--- config.mk ---
export PLATFORM = sky130hd
export DESIGN_NAME = multicycle_controller
export DESIGN_NICKNAME = d
export VERILOG_FILES = /design/src/rtl/multicycle_controller.sv
export SDC_FILE = /design/constraint.sdc
export NUM_CORES = 1
export LEC_CHECK = 0
export ABC_AREA = 1
export CAP_MARGIN = 25
export CORE_AREA = 2 2 72 74
export DETAILED_ROUTE_END_ITERATION = 12
export DIE_AREA = 0 0 74 76
export DONT_BUFFER_PORTS = 1
export PLACE_DENSITY = 0.78
export SYNTH_ARGS = -nofsm -noshare
export SYNTH_HDL_FRONTEND = slang
export SYNTH_SLANG_ARGS = --single-unit
--- constraint.sdc ---
create_clock -name clk -period 1.61 [get_ports clk]
set_input_delay 0.161 -clock clk [delete_from_list [all_inputs] [get_ports clk]]
set_output_delay 0.161 -clock clk [all_outputs]
set_load 0.1 [all_outputs]
--- src/rtl/multicycle_controller.sv ---
// Multicycle RISC-V style control unit.
// Sequences FETCH/DECODE/EXEC/MEM/WB per instruction, decodes datapath
// controls from the latched opcode and counts retired instructions.
// Handshake: imem_ready/dmem_ready are sampled only in the state that waits
// on them (FETCH and MEM); the strobe for that access stays high until the
// cycle in which the ready input is seen high, and the FSM advances on that
// same rising edge.
module multicycle_controller #(
  parameter int RETIRE_W = 32
) (
  input  logic                clk,
  input  logic                reset,
  input  logic [6:0]          Opcode,
  input  logic                imem_ready,
  input  logic                dmem_ready,
  output logic                IMemRead,
  output logic                IRWrite,
  output logic                PCWrite,
  output logic                Branch,
  output logic                JalrSel,
  output logic                ALUSrc,
  output logic                MemtoReg,
  output logic                RegWrite,
  output logic                MemRead,
  output logic                MemWrite,
  output logic [1:0]          ALUOp,
  output logic [1:0]          WRMux,
  output logic                Halted,
  output logic                Illegal,
  output logic [2:0]          state,
  output logic [RETIRE_W-1:0] retired
);

  localparam logic [6:0] OP_R      = 7'b0110011;
  localparam logic [6:0] OP_I      = 7'b0010011;
  localparam logic [6:0] OP_U      = 7'b0110111;
  localparam logic [6:0] OP_LOAD   = 7'b0000011;
  localparam logic [6:0] OP_STORE  = 7'b0100011;
  localparam logic [6:0] OP_BRANCH = 7'b1100011;
  localparam logic [6:0] OP_JAL    = 7'b1101111;
  localparam logic [6:0] OP_JALR   = 7'b1100111;
  localparam logic [6:0] OP_HALT   = 7'b1111111;

  localparam logic [2:0] S_FETCH  = 3'd0;
  localparam logic [2:0] S_DECODE = 3'd1;
  localparam logic [2:0] S_EXEC   = 3'd2;
  localparam logic [2:0] S_MEM    = 3'd3;
  localparam logic [2:0] S_WB     = 3'd4;
  localparam logic [2:0] S_HALT   = 3'd5;

  logic [2:0]          r_state;
  logic [2:0]          w_next_state;
  logic [6:0]          r_op_q;
  logic [RETIRE_W-1:0] r_retired;
  logic                r_illegal;

  // Classification of the live Opcode input, used only while in DECODE.
  logic w_dec_halt;
  logic w_dec_legal;
  assign w_dec_halt  = (Opcode == OP_HALT);
  assign w_dec_legal = (Opcode == OP_R)      || (Opcode == OP_I)     ||
                       (Opcode == OP_U)      || (Opcode == OP_LOAD)  ||
                       (Opcode == OP_STORE)  || (Opcode == OP_BRANCH) ||
                       (Opcode == OP_JAL)    || (Opcode == OP_JALR);

  // Classification of the latched opcode, used from EXEC onwards.
  logic w_op_r, w_op_i, w_op_u, w_op_load, w_op_store;
  logic w_op_branch, w_op_jal, w_op_jalr;
  assign w_op_r      = (r_op_q == OP_R);
  assign w_op_i      = (r_op_q == OP_I);
  assign w_op_u      = (r_op_q == OP_U);
  assign w_op_load   = (r_op_q == OP_LOAD);
  assign w_op_store  = (r_op_q == OP_STORE);
  assign w_op_branch = (r_op_q == OP_BRANCH);
  assign w_op_jal    = (r_op_q == OP_JAL);
  assign w_op_jalr   = (r_op_q == OP_JALR);

  // Datapath decodes are only meaningful once the opcode has been latched.
  logic w_exec_phase;
  assign w_exec_phase = (r_state == S_EXEC) || (r_state == S_MEM) ||
                        (r_state == S_WB);

  // State register.
  always_ff @(posedge clk or posedge reset) begin
    if (reset) r_state <= S_FETCH;
    else       r_state <= w_next_state;
  end

  // Opcode latch, retire counter and sticky illegal flag.
  always_ff @(posedge clk or posedge reset) begin
    if (reset) begin
      r_op_q    <= 7'd0;
      r_retired <= '0;
      r_illegal <= 1'b0;
    end else begin
      if (r_state == S_DECODE) r_op_q <= Opcode;
      if (PCWrite) r_retired <= r_retired + 1'b1;
      if ((r_state == S_DECODE) && !w_dec_legal && !w_dec_halt)
        r_illegal <= 1'b1;
    end
  end

  // Next-state selection.
  always_comb begin
    w_next_state = r_state;
    case (r_state)
      S_FETCH:  if (imem_ready) w_next_state = S_DECODE;
      S_DECODE: begin
        if (w_dec_halt)       w_next_state = S_HALT;
        else if (w_dec_legal) w_next_state = S_EXEC;
        else                  w_next_state = S_FETCH;
      end
      S_EXEC: begin
        if (w_op_branch)                  w_next_state = S_FETCH;
        else if (w_op_load || w_op_store) w_next_state = S_MEM;
        else                              w_next_state = S_WB;
      end
      S_MEM: begin
        if (dmem_ready) w_next_state = w_op_load ? S_WB : S_FETCH;
      end
      S_WB:     w_next_state = S_FETCH;
      S_HALT:   w_next_state = S_HALT;
      default:  w_next_state = S_FETCH;
    endcase
  end

  // Output decode from state, latched opcode and ready inputs.
  always_comb begin
    IMemRead = 1'b0;
    IRWrite  = 1'b0;
    PCWrite  = 1'b0;
    Branch   = 1'b0;
    JalrSel  = 1'b0;
    MemtoReg = 1'b0;
    RegWrite = 1'b0;
    MemRead  = 1'b0;
    MemWrite = 1'b0;
    ALUSrc   = 1'b0;
    ALUOp    = 2'b00;
    WRMux    = 2'b00;
    case (r_state)
      S_FETCH: begin
        IMemRead = 1'b1;
        IRWrite  = imem_ready;
      end
      S_DECODE: PCWrite = !w_dec_legal && !w_dec_halt;
      S_EXEC: begin
        Branch  = w_op_branch;
        PCWrite = w_op_branch;
      end
      S_MEM: begin
        MemRead  = w_op_load;
        MemWrite = w_op_store;
        PCWrite  = w_op_store && dmem_ready;
      end
      S_WB: begin
        RegWrite = 1'b1;
        PCWrite  = 1'b1;
        Branch   = w_op_jal;
        JalrSel  = w_op_jalr;
        MemtoReg = w_op_load;
      end
      default: ;
    endcase
    if (w_exec_phase) begin
      ALUSrc = w_op_load || w_op_store || w_op_i || w_op_jalr || w_op_u;
      if (w_op_r || w_op_i)        ALUOp = 2'b10;
      else if (w_op_branch)        ALUOp = 2'b01;
      else if (w_op_jal || w_op_u) ALUOp = 2'b11;
      else                         ALUOp = 2'b00;
      if (w_op_jal || w_op_jalr)   WRMux = 2'b01;
      else if (w_op_u)             WRMux = 2'b10;
      else                         WRMux = 2'b00;
    end
  end

  assign Halted  = (r_state == S_HALT);
  assign Illegal = r_illegal;
  assign state   = r_state;
  assign retired = r_retired;

endmodule

==> results of run 1 <==
## through the flow
step           setup TNS (ns)  setup slack [ns]  utilization (%)  instances  cell area (µm²)
4_1_cts                -10.02            -0.334             92.4        667             4540
3_5_place_dp            -8.93            -0.297             83.1        637             4080
3_3_place_gp           -15.79            -0.488             82.8        636             4070
2_1_floorplan           -8.66            -0.704                -        485             3180
## timing repair
action	in CTS
pin swaps	14
hold buffers	5
endpoints found under the hold margin	47
gates resized for setup	41
setup endpoints to repair	49
buffers inserted	16
gates cloned	1
## kinds of logic after synthesis
kind of cell / count (synthesis)
and+or+nand+nor: 349
AOI/OAI and AO/OA: 13
adders and majority gates: 1
DFF: 43
buffers and inverters: 64
xor gates and xnor gates: 15
## metal layers
layer	GRT overflow	track usage, %
met5	0	18.2
met1	0	88.9
met3	4	74.2
met4	90	99.3
met2	212	114
==> results summary, run 1 <==
The synthesized area is 3000 µm². In the post-synthesis netlist, the biggest area contributors are dfrtp_1 36%, nand2_1 26%, nand3_1 9.0%. The clock passes through at most 2 buffers.

The instance count of the mapped netlist came out at 485. Once the floorplan was initialized, standard cells occupied 61.2% of the core. The number of warnings printed during yosys synthesis is 0. The die is 76 µm tall. The synthesized design contains 0 enable-type register cells. The proportion of synthesized chip area in sequential cells is 35.8%.

When the netlist entered floorplanning its net count stood at 497. Summed over its instances, the top area cell type makes up 35.8% of the synthesized netlist area. Routability-driven placement finished with a final weighted congestion of 0.959.

The share of synthesized area spent on multiplexers came out at 0%. The first error in the log reads "[ERROR GRT-0232] Routing congestion too high. Check the congestion heatmap in the GUI". By count the netlist is led by 209 x nand2_1, 70 x nor2_1, 54 x nand3_1. After synthesis the netlist holds a flip-flop and latch count of 43. The aggregate global routing overflow is 306. The count of input and output buffers is 0. The netlist uses 26 different library cells. The stage where the flow stopped is 5_1_grt. When the global-route repair_timing finished, the worst setup path ended at PCWrite. The number of clock buffers added by TritonCTS is 5. Entering global routing, the biggest net connects 44 pins. The flow did not finish. The total I/O pin count is 62. The post-synthesis compound-gate area fraction is 2.29%. After synthesis, the largest family of logic cells by area is simple AND/OR/NAND/NOR gates. The mean instance size in the synthesized netlist came out at 6.19 µm².

The clock tree synthesis step divided the H-tree into 2 levels. The aggregate global-route resource usage is 93.2%. Among all flip-flop cells after synthesis, the most frequent one is dfrtp_1. After the last repair the worst path ends at a top-level output.

Of the total synthesized cell area, the portion taken by XOR and XNOR cells is 4.37%. From left edge to right edge, the die measures 74 µm. The root buffer cell chosen for the clock tree is clkbuf_8.

Counting every sink on the clock net gives 43. The detailed placer's ending HPWL is 7190 µm. The most instantiated library cell after synthesis is nand2_1. The simple logic cell fraction of the synthesized area is 47.9%. Summed over all instances, the cell type with the most area after synthesis is dfrtp_1. The adder and majority cell fraction of the synthesized area came out at 0.416%.

Counting flops with an async set or reset pin after synthesis yields a share of 100%. The floorplan row count is 26.
==> inputs of run 2 (changes only) <==
CORE_AREA = 2 2 90 92   (was 2 2 72 74)
DIE_AREA = 0 0 92 94   (was 0 0 74 76)
PLACE_DENSITY = unset   (was 0.78)
PLACE_DENSITY_LB_ADDON = 0.15   (was unset)
==> results summary, run 2 <==
Status: finished, violations left (was did not finish). The checks that failed: setup timing. The number of warnings printed during yosys synthesis came to 0 (unchanged). On the worst path, the slowest cell contributes a delay of 0.52 ns. The clock edge transition at the registers on the reported setup and hold paths is 0.09 ns. The final weighted congestion in routability-driven placement is 0.942 (was 0.959). The antenna diode count is 0. Cell internal power was estimated by the tool at 3020 µW. In the layout the commonest cells are 201 x nand2_1, 76 x buf_4, 57 x nor2_1. The initial antenna violation count came out at 0.

The fill cell instance count of the final layout is 696. The detailed-route wire length per cell came out at 14.2 µm. The worst hold path begins at Opcode[4]. The worst path in the final design needs a cycle of 1.85 ns, including I/O delays and setup. STA puts the critical path data required time at 1.45 ns. After detailed routing, the number of remaining DRC violations is 0. The count of flip-flops with a built-in enable after synthesis is 0 (unchanged). The routed design has 9860 µm of wire. The post-route clock period utilization is 115%. The final cell utilization of the core came out at 61.1%.

The overall power of the completed layout came out at 5700 µW. The number of buffers on the longest clock path came to 2 (unchanged). The static leakage is 0.00220 µW. The aggregate global-route resource usage is 23.8%. The mean instance size in the synthesized netlist came to 6.19 µm² (unchanged).

TritonCTS built the clock tree. The post-synth net total came out at 497 (unchanged). The startpoint identified for the worst register-to-register timing path is state[0]$_DFFE_PP0P_. The switching part of the total power is 47.1%. The number of CTS-inserted buffers came out at 5 (unchanged).

The area fraction of the dominant cell type after synthesis came to 35.8% (unchanged). The post-synthesis cell type with the largest combined area is dfrtp_1 (unchanged). For the worst-skew pair, the clock arrives at the later sink with an insertion delay of 0.30 ns.

The number of max-cap violations came out at 0. The most used flip-flop cell after synthesis is dfrtp_1 (unchanged). The largest net degree at the start of global routing is 19. The count of input and output buffers was 0 (unchanged). The total I/O pin count is 62 (unchanged). The aggregate global routing overflow is 0. STA classifies the critical path endpoint as an output pin.

The final non-filler cell area came out at 4650 µm². Dominant cells by area after synthesis: dfrtp_1 36%, nand2_1 26%, nand3_1 9.0% (unchanged). Sequential cells burn 26.0% of the power. The count of buffer and inverter cells on the critical path is 3. At the pin with the least slew margin, the transition time is 0.339 ns.

The detailed placer's ending HPWL is 7250 µm (was 7190 µm). The detailed-router iteration count before antenna repair is 4. The cell type group with the largest total delay on the critical path is flip-flops. The register with the most flip-flops in the layout has 32 of them. The area of placed instances came out at 4060 µm² (was 4080 µm²). The post-route worst hold slack came out at 0.0337 ns. Leaving out fill and tap cells, the most frequent cell in the layout is nand2_1. Leading cell types by count after synthesis: 209 x nand2_1, 70 x nor2_1, 54 x nand3_1 (unchanged).

The clock tree root driver cell is clkbuf_8 (unchanged). The die area is 8650 µm². Setup violations remaining at the end of the flow were counted as 45. Traced cell by cell, the critical path runs through inv_4 > nand2_4 > nor2_4 > buf_6 > nand4_1 > nand3_4 > buf_12. The layout net count is 605.

The maximum level of the CTS H-tree came out at 2 (unchanged). Setup repair after global routing could not meet its margin everywhere. Headroom to the max-slew limit came out at 77.3%. The path type of the worst setup path is register to output pin.

STA classifies the critical path startpoint as a register. The number of global-route vias before repair was 3494. The floorplan row count is 32 (was 26).

The maximum VDD drop is 1.41 mV. The switching power summed over all nets is 2690 µW. The vias per cell is 4.87. The area growth from synthesis to layout is 54.6%.

The async set or reset register ratio after synthesis came out at 100% (unchanged). The combinational share of power came out at 58.2%. The post-layout worst setup margin came out at -0.241 ns.

Timing would allow up to 540 MHz. Dividing total power by cell area gives a power density of 1230 nW/µm². The most instantiated library cell after synthesis was nand2_1 (unchanged). The remaining number of nets flagged by the antenna check after routing came out at 0. The maximum net fanout on the critical path came out at 3.

The instance count of the mapped netlist is 485 (unchanged). The data arrival time of the critical path came out at 1.69 ns. The placeable core region came out at 7610 µm².

The post-route clock skew is 0.00701 ns. The number of hold violations in the final report is 0. The effective utilization at floorplan is 39.5% (was 61.2%). Of the total power, the clock network draws 15.8%. The overall die width was 92 µm (was 74 µm).

The wire length of the first global-routing pass is 16300 µm. Detailed routing inserted a total of 3392 vias. The number of distinct library cell variants in the gate-level netlist after synthesis came out at 26 (unchanged). The number of sinks handled by clock tree synthesis is 43 (unchanged). The die outline height came to 94 µm (was 76 µm). The synthesized area was 3000 µm² (unchanged).

The min-delay analysis places its worst path in the category input port to register. The total of flip-flops plus latches after synthesis came out at 43 (unchanged). For this design, the slowest cell found on the critical path is dfrtp_4. In this run the worst setup path begins at state[2]$_DFFE_PP0P_. The share of layout cells above drive strength 1 is 34.7%. The first-iteration detailed-routing DRC count came out at 164. The number of max-slew violations in the final report came to 0.

The proportion of synthesized chip area in sequential cells came out at 35.8% (unchanged).
-- run 2: cell counts after synthesis --
Identical to the previous run, type by type.
-- run 2: routing by layer --
| metal | part of all wire [%] | global-route usage (%) | up-vias | wire [µm] |
|---|---|---|---|---|
| met3 | 6.2 | 5.54 | 21 | 612 |
| met1 | 41 | 27.4 | 1573 | 4060 |
| li1 | - | - | 1706 | - |
| met4 | 2.1 | 6.72 | 0 | 206 |
| met2 | 51 | 44.0 | 92 | 4980 |
| met5 | 0 | 0 | - | 0 |
-- run 2: final cells by class --
type | count | area [µm²] | share of cell area, %
Clock buffer | 6 | 82.6 | 1.78
Clock inverter | 2 | 35.0 | 0.754
Inverter | 55 | 234 | 5.04
Multi-Input combinational cell | 378 | 1880 | 40.4
Sequential cell | 43 | 1130 | 24.3
Tap cell | 102 | 128 | 2.75
Timing Repair Buffer | 110 | 1160 | 24.9
-- run 2: repair_timing --
item                       4_1_cts  5_1_grt
setup endpoints to repair       47       49
hold buffers                     5        0
buffers inserted                15       11
cloned                           0        2
pin swaps                       13       12
gates resized for setup         33       25
hold endpoints to repair        14        0
-- run 2: path summary, 6_finish.rpt --
kind                                          end  slack (ns)  cells after the start
min reg2reg                 r_op_q[1]$_DFFE_PP0P_        0.54                      2
min in group asynchronous   r_op_q[0]$_DFFE_PP0P_        0.25                      2
max                                       PCWrite       -0.24                      7
max in group asynchronous    state[1]$_DFFE_PP0P_        0.83                      3
min                         r_op_q[4]$_DFFE_PP0P_        0.03                      2
max reg2reg                retired[9]$_DFFE_PP0P_       -0.20                     11
-- run 2: cells by family (layout without fill, tap and decap cells) --
family / count (synthesis) / after routing / synth area share [%]
AO/OA/AOI/OAI: 13 / 13 / 2.29
XOR/XNOR: 15 / 15 / 4.37
adder cells (fa/ha/maj): 1 / 1 / 0.416
buffers and inverters: 64 / 173 / 9.25
flip-flops: 43 / 43 / 35.8
AND/OR/NAND/NOR: 349 / 349 / 47.9
-- run 2: power groups by stage --
stage          Clock, µW  Combinational (µW)  Sequential, µW
2_1_floorplan          0                1330            1960
3_3_place_gp           0                2580            1470
3_5_place_dp           0                2600            1480
4_1_cts              924                2900            1470
5_1_grt              969                3530            1510
6_report             900                3320            1480
-- run 2: metrics by stage --
step | worst slack (ns) | instances | setup TNS (ns)
6_report | -0.241 | 696 | -7.57
3_3_place_gp | -0.0291 | 657 | -0.0291
3_5_place_dp | -0.0315 | 657 | -0.0994
4_1_cts | -0.236 | 684 | -2.97
5_1_grt | -0.339 | 696 | -11.35
2_1_floorplan | -0.704 | 485 | -8.66
Note: power is estimated with default switching activity, not from simulation.
